## config.mk

```make
export PLATFORM = sky130hd
export DESIGN_NAME = alu_cmd_sequencer
export DESIGN_NICKNAME = d
export VERILOG_FILES = /design/src/rtl/alu_cmd_sequencer.sv
export SDC_FILE = /design/constraint.sdc
export NUM_CORES = 1
export LEC_CHECK = 0
export BUFFER_PORTS_ARGS = -buffer_cell sky130_fd_sc_hd__buf_2
export CELL_PAD_IN_SITES_DETAIL_PLACEMENT = 1
export CELL_PAD_IN_SITES_GLOBAL_PLACEMENT = 2
export CORE_ASPECT_RATIO = 1.25
export CORE_MARGIN = 8
export CORE_UTILIZATION = 28
export CTS_CLUSTER_SIZE = 10
export DETAILED_ROUTE_END_ITERATION = 16
export PLACE_DENSITY_LB_ADDON = 0.15
export RECOVER_POWER = 25
export SYNTH_ARGS = -nofsm -noshare
export SYNTH_HDL_FRONTEND = slang
export SYNTH_SLANG_ARGS = --single-unit
```

## constraint.sdc

```tcl
create_clock -name clk -period 5.1 [get_ports clk]
set_input_delay 0.255 -clock clk [delete_from_list [all_inputs] [get_ports clk]]
set_output_delay 0.255 -clock clk [all_outputs]
set_load 0.02 [all_outputs]
```

## src/rtl/alu_cmd_sequencer.sv

```systemverilog
// alu_cmd_sequencer: walks a batch of command words, issues each one to the ALU
// and stores the matching result at the same index of the result memory.
// Each command takes four cycles: FETCH, LATCH, EXEC and WRITE.
module alu_cmd_sequencer #(
    parameter int unsigned DATA_WIDTH = 8,
    parameter int unsigned ADDR_WIDTH = 4,
    parameter logic [15:0] ERROR_CODE = 16'hDEAD
) (
    input  logic                          clk,
    input  logic                          reset_n,
    input  logic                          start,
    input  logic                          abort,
    input  logic [ADDR_WIDTH:0]           num_cmds,
    output logic                          busy,
    output logic                          done,
    output logic [ADDR_WIDTH:0]           err_count,
    output logic                          cmd_rd_en,
    output logic [ADDR_WIDTH-1:0]         cmd_addr,
    input  logic [3+2*DATA_WIDTH-1:0]     cmd_rdata,
    output logic                          alu_exec,
    output logic [2:0]                    alu_oper,
    output logic [DATA_WIDTH-1:0]         alu_a,
    output logic [DATA_WIDTH-1:0]         alu_b,
    input  logic [2*DATA_WIDTH-1:0]       alu_res,
    output logic                          res_wr_en,
    output logic [ADDR_WIDTH-1:0]         res_addr,
    output logic [2*DATA_WIDTH-1:0]       res_wdata
);

    localparam int unsigned RES_W = 2 * DATA_WIDTH;
    localparam int unsigned CMD_W = 3 + RES_W;
    localparam int unsigned CNT_W = ADDR_WIDTH + 1;

    // Largest batch the memories can hold, and the saturation point of err_count.
    localparam logic [CNT_W-1:0] MAX_N   = {1'b1, {ADDR_WIDTH{1'b0}}};
    localparam logic [CNT_W-1:0] ERR_MAX = {CNT_W{1'b1}};

    localparam logic [2:0] OP_DIV = 3'd4;

    typedef enum logic [2:0] {
        S_IDLE,
        S_FETCH,
        S_LATCH,
        S_EXEC,
        S_WRITE,
        S_DONE
    } state_e;

    state_e                 state_q, state_d;
    logic [ADDR_WIDTH-1:0]  idx_q, idx_d;
    logic [CNT_W-1:0]       n_q, n_d;
    logic [CNT_W-1:0]       err_count_q, err_count_d;
    logic [CMD_W-1:0]       cmd_q, cmd_d;

    logic [2:0]             cmd_oper;
    logic [DATA_WIDTH-1:0]  cmd_a;
    logic [DATA_WIDTH-1:0]  cmd_b;
    logic                   unsupported;
    logic                   err_hit;
    logic [CNT_W-1:0]       n_clamped;
    logic                   last_cmd;

    // Decode the latched command word and the per-command error conditions.
    always_comb begin
        cmd_oper    = cmd_q[CMD_W-1 -: 3];
        cmd_a       = cmd_q[RES_W-1 -: DATA_WIDTH];
        cmd_b       = cmd_q[DATA_WIDTH-1:0];
        unsupported = (cmd_oper > OP_DIV);
        err_hit     = unsupported || ((cmd_oper == OP_DIV) && (cmd_b == '0));
        n_clamped   = (num_cmds > MAX_N) ? MAX_N : num_cmds;
        last_cmd    = ({1'b0, idx_q} == (n_q - CNT_W'(1)));
    end

    // Next-state logic for the FSM and its datapath registers.
    always_comb begin
        // NOTE: every signal gets a default before the case so no path leaves it unassigned (no latch).
        state_d     = state_q;
        idx_d       = idx_q;
        n_d         = n_q;
        err_count_d = err_count_q;
        cmd_d       = cmd_q;

        case (state_q)
            S_IDLE: begin
                if (start) begin
                    idx_d       = '0;
                    n_d         = n_clamped;
                    err_count_d = '0;
                    state_d     = (n_clamped == '0) ? S_DONE : S_FETCH;
                end
            end
            S_FETCH: state_d = S_LATCH;
            S_LATCH: begin
                cmd_d   = cmd_rdata;
                state_d = S_EXEC;
            end
            S_EXEC:  state_d = S_WRITE;
            S_WRITE: begin
                if (err_hit && (err_count_q != ERR_MAX)) begin
                    err_count_d = err_count_q + CNT_W'(1);
                end
                if (last_cmd) begin
                    state_d = S_DONE;
                end else begin
                    idx_d   = idx_q + ADDR_WIDTH'(1);
                    state_d = S_FETCH;
                end
            end
            S_DONE:  state_d = S_IDLE;
            default: state_d = S_IDLE;
        endcase

        // Abort cancels the batch from any active state and freezes the datapath.
        if (abort && (state_q != S_IDLE)) begin
            state_d     = S_IDLE;
            idx_d       = idx_q;
            err_count_d = err_count_q;
            cmd_d       = cmd_q;
        end
    end

    // State and datapath registers, cleared asynchronously by reset_n.
    always_ff @(posedge clk or negedge reset_n) begin
        if (!reset_n) begin
            state_q     <= S_IDLE;
            idx_q       <= '0;
            n_q         <= '0;
            err_count_q <= '0;
            cmd_q       <= '0;
        end else begin
            // NOTE: non-blocking updates so every register samples pre-edge values.
            state_q     <= state_d;
            idx_q       <= idx_d;
            n_q         <= n_d;
            err_count_q <= err_count_d;
            cmd_q       <= cmd_d;
        end
    end

    // Interface outputs decoded from the current state; abort squashes this cycle's strobes.
    always_comb begin
        busy      = (state_q != S_IDLE);
        done      = (state_q == S_DONE) && !abort;
        err_count = err_count_q;

        cmd_rd_en = (state_q == S_FETCH) && !abort;
        cmd_addr  = (state_q == S_FETCH) ? idx_q : '0;

        alu_exec  = (state_q == S_EXEC) && !unsupported && !abort;
        alu_oper  = (state_q == S_EXEC) ? cmd_oper : '0;
        alu_a     = (state_q == S_EXEC) ? cmd_a : '0;
        alu_b     = (state_q == S_EXEC) ? cmd_b : '0;

        res_wr_en = (state_q == S_WRITE) && !abort;
        res_addr  = (state_q == S_WRITE) ? idx_q : '0;
        res_wdata = '0;
        if (state_q == S_WRITE) begin
            res_wdata = unsupported ? RES_W'(ERROR_CODE) : alu_res;
        end
    end

endmodule

```

==> summary by stage <==
Yosys
The netlist area before placement is approximately 2100 sq um. The top cell type by total area after synthesis is dfrtp_1. For this run, the leading register cell type out of synthesis is dfrtp_1.

Yosys attributes the largest share of cell area to dfrtp_1 (44%), mux2_2 (11%), and2_1 (8.2%), nor2_1 (5.6%), nand2b_1 (3.0%). After synthesis, the netlist uses 38 different library cells. Counting every net in the synthesized netlist gives about 270. By count the netlist is led by dfrtp_1 (36), nor2_1 (31), and2_1 (27), mux2_2 (20), nand2_1 (14).

The flip-flop and latch count after synthesis is 36. Counting flops with a built-in enable in the synthesized netlist gives 0. The async set-or-reset flop fraction in the synthesized netlist is 1.00. Among all cell types in the netlist, the one instantiated most often is dfrtp_1.

Synthesis handed over a netlist of 221 instances. The Yosys warning count is 0. The share of synthesized area in the top cell type comes to 0.436. The proportion of synthesized chip area in sequential cells is 0.436.

Averaged over all synthesized cells, the footprint is 9.36 sq um.

Final layout
The number of antenna diodes in the final layout is 0. Of the cells placed in the final design, the portion with a size suffix greater than 1 is 0.403. Compared with the post-synthesis result, the final layout area differs by 32.2%. Fill cells in the final layout number 914. At the end of the flow, the number of nets in the layout was 362.

Clock tree
Post-CTS repair changed the size of 0 cells. For the worst-skew pair, the clock arrives at the later sink with an insertion delay of 0.29 ns. The cell at the root of the clock tree is clkbuf_8. Clock-pin slew was measured on the worst setup and hold paths at 0.08 ns. In this run, post-CTS hold repair placed 0 buffers. The CTS tree is done.

The number of clock sinks is 36. The H-tree generated during clock tree synthesis spans 2 levels. The buffers inserted during post-CTS setup optimization is 0. The clock passes through at most 2 buffers. The TritonCTS buffer count is 5.

Status
The checks that failed: max-capacitance violations, max-slew violations. The flow ran to the end, but the final reports show violations.

Die
The width of the die is around 93 um. The number of top-level pins is 97. The total area inside the core boundary comes to around 7300 sq um. The floorplan has 35 rows.

The die height is roughly 110 um. The full die area is ~10000 sq um. The initial standard-cell utilization of the core is 0.285.

Route
The wire length per cell after detailed routing is 15.2 um. The total wirelength of the detailed-routed design is 6.19 mm. In this run, the number of DRC markers left after iteration 0 of detailed routing was 67.

The total DRC errors in the routed layout is 0. The final route contains 1882 vias. The detail route stage leaves a number of antenna-violating nets equal to 0. Before antenna repair, the detailed router went through 3 iterations. In the routed layout, each cell is associated on average with a via count of 4.62.

Placed design
The global placer's final weighted congestion is 0.723. Detailed placement ended at an HPWL of 4.92 mm. The total of buffers placed on input and output ports is 96. The minimum setup slack after placement is about 2.9 ns.

Power and ir drop
IR analysis of the VDD net gives a maximum drop of 0.197 mV. The power density of the placed cells is 460 nW/um^2. The leakage dissipation is 0.00145 uW.

Timing
The number of endpoints with negative hold slack in the final report is 0. The clock period minus final worst setup slack is between 2 and 2.5 ns. The worst max-slew margin expressed relative to the limit is -0.323.

The fmax is ~430 MHz. The max-slew violation total from the final report is 37. Of the available clock period, the critical path in the final layout requires 0.456. For the final database, setup skew stands at 0.00732 ns. Adding up every negative setup slack in the final design gives 0 ns. For the pin with the worst max-slew slack, the measured transition is 1.98 ns. Setup violations remaining at the end of the flow were counted as 0. Setup slack closes at 2.77 ns. Setup repair after global routing left no endpoint under its margin.

Critical path
The internal reg-to-reg setup slack is 2.90 ns. The worst setup path is captured at an output port. The type of element launching the critical path is a register. The worst register-to-register path ends at err_count[0]. The data required time of the worst path is 4.85 ns. The top fanout value on the critical path is 20. The logic depth of the worst register-to-register path is 5. The start of the worst register-to-register path is state_q[2].

The setup path with the least slack is of type register to output port. The largest single stage delay on the critical path is approximately 0.85 ns. The slowest stage of the critical path is the nor2_1 cell. The signal on the critical path passes through nor2_1 -> and2_1 -> buf_2. Data on the critical path arrives at its endpoint at ~2.1 ns.

GRT
Entering global routing, the biggest net connects 37 pins. The total overflow left after global routing is 0. The first global-routing pass estimated 10.4 mm of wire.

The number of global-route vias before repair is approximately 2000. Across every metal layer, demand over resource in global routing totals 0.124. The initial antenna violation count is 0.

Hold path
Along the worst hold path, the cell count comes to 2. The path type of the worst min-delay path is input port to register. The startpoint identified for the worst hold timing path is cmd_rdata[10]. For hold timing, the worst endpoint is cmd_q[10].

Run
The number of maximum-capacitance constraint violations is 1.
==> flip-flops by register name, indices dropped and copies added (netlist names) <==
| register | cells |
|---|---|
| cmd_q | 19 |
| n_q | 5 |
| err_count | 5 |
| idx_q | 4 |
| state_q | 3 |
==> logic make-up after synthesis <==
group,after synthesis,share of synthesized area
xor+xnor,9,0.0381
mux,21,0.114
flops,36,0.436
fa+ha+maj,4,0.0242
simple gates,107,0.270
compound gates,27,0.0853
buf+inv,17,0.0333
==> layout by cell type (no fill, tap or decap), types with 2 or more instances in the layout <==
master | Yosys | routed
dfrtp_1 | 36 | 36
inv_1 | 6 | 6
nor2_1 | 31 | 31
nand3_1 | 3 | 3
mux2_2 | 20 | 20
o21ai_0 | 11 | 11
and2_1 | 27 | 27
buf_2 | 1 | 95
ha_1 | 4 | 4
and3_1 | 7 | 7
xor2_1 | 4 | 4
nand2_1 | 14 | 14
nand2b_1 | 10 | 10
a21o_1 | 3 | 3
clkbuf_8 | 0 | 5
nor4_1 | 3 | 3
a21oi_1 | 2 | 2
xnor2_1 | 5 | 5
nor3_2 | 2 | 2
nor3_1 | 5 | 5
==> report_power, final <==
| part | internal [uW] | switching, uW | leakage [uW] |
|---|---|---|---|
| clock network | 145 | 107 | 0.0000541 |
| registers | 393 | 89.9 | 0.000458 |
| logic | 229 | 294 | 0.000935 |
| total | 766 | 491 | 0.00145 |
==> through the flow <==
stage / util / area [sq um] / cells / hold slack (ns) / total power [uW]
after floorplan: - / 2070 / 221 / -0.0406 / 864
after global placement: 0.361 / 2630 / 399 / 0.414 / 1010
after detailed placement: 0.361 / 2630 / 399 / 0.412 / 1030
after CTS: 0.376 / 2740 / 407 / 0.0898 / 1290
after global routing: 0.376 / 2740 / 407 / 0.183 / 1360
final: 0.376 / 2740 / 407 / 0.194 / 1260
==> how the worst max path moves through the flow <==
stage                 start           end  slack [ns]
3_3_place_gp     state_q[2]  err_count[0]        2.90
4_1_cts          state_q[2]   alu_oper[0]        2.66
5_1_grt          state_q[1]  res_wdata[6]        2.51
3_5_place_dp     state_q[2]  err_count[0]        2.88
6_report         state_q[2]   alu_oper[0]        2.77
2_1_floorplan  err_count[0]  err_count[0]        3.12
==> routing by layer <==
layer / routed length, um / GRT usage / vias up
met5: 0 / 0 / -
met1: 2690 / 0.146 / 885
li1: - / - / 933
met2: 3040 / 0.212 / 59
met3: 389 / 0.0360 / 5
met4: 70 / 0.0356 / 0
==> worst max-delay path: cells and delay by family, from the launching register on <==
kind / cells / cell delay (ns)
flops: 1 / 0.53
buf+inv: 1 / 0.17
simple gates: 2 / 1.09
==> area by class of cell <==
class                      count  area [sq um]  share of cell area
inverter                       6          22.5             0.00823
clock inverter                 3          42.5              0.0156
sequential                    36           901               0.329
tap                           92           115              0.0421
clock buffer                   5          68.8              0.0252
timing repair buffer          97           487               0.178
multi-input combinational    168          1100               0.402
No activity file was read; power rests on OpenSTA's default activity.
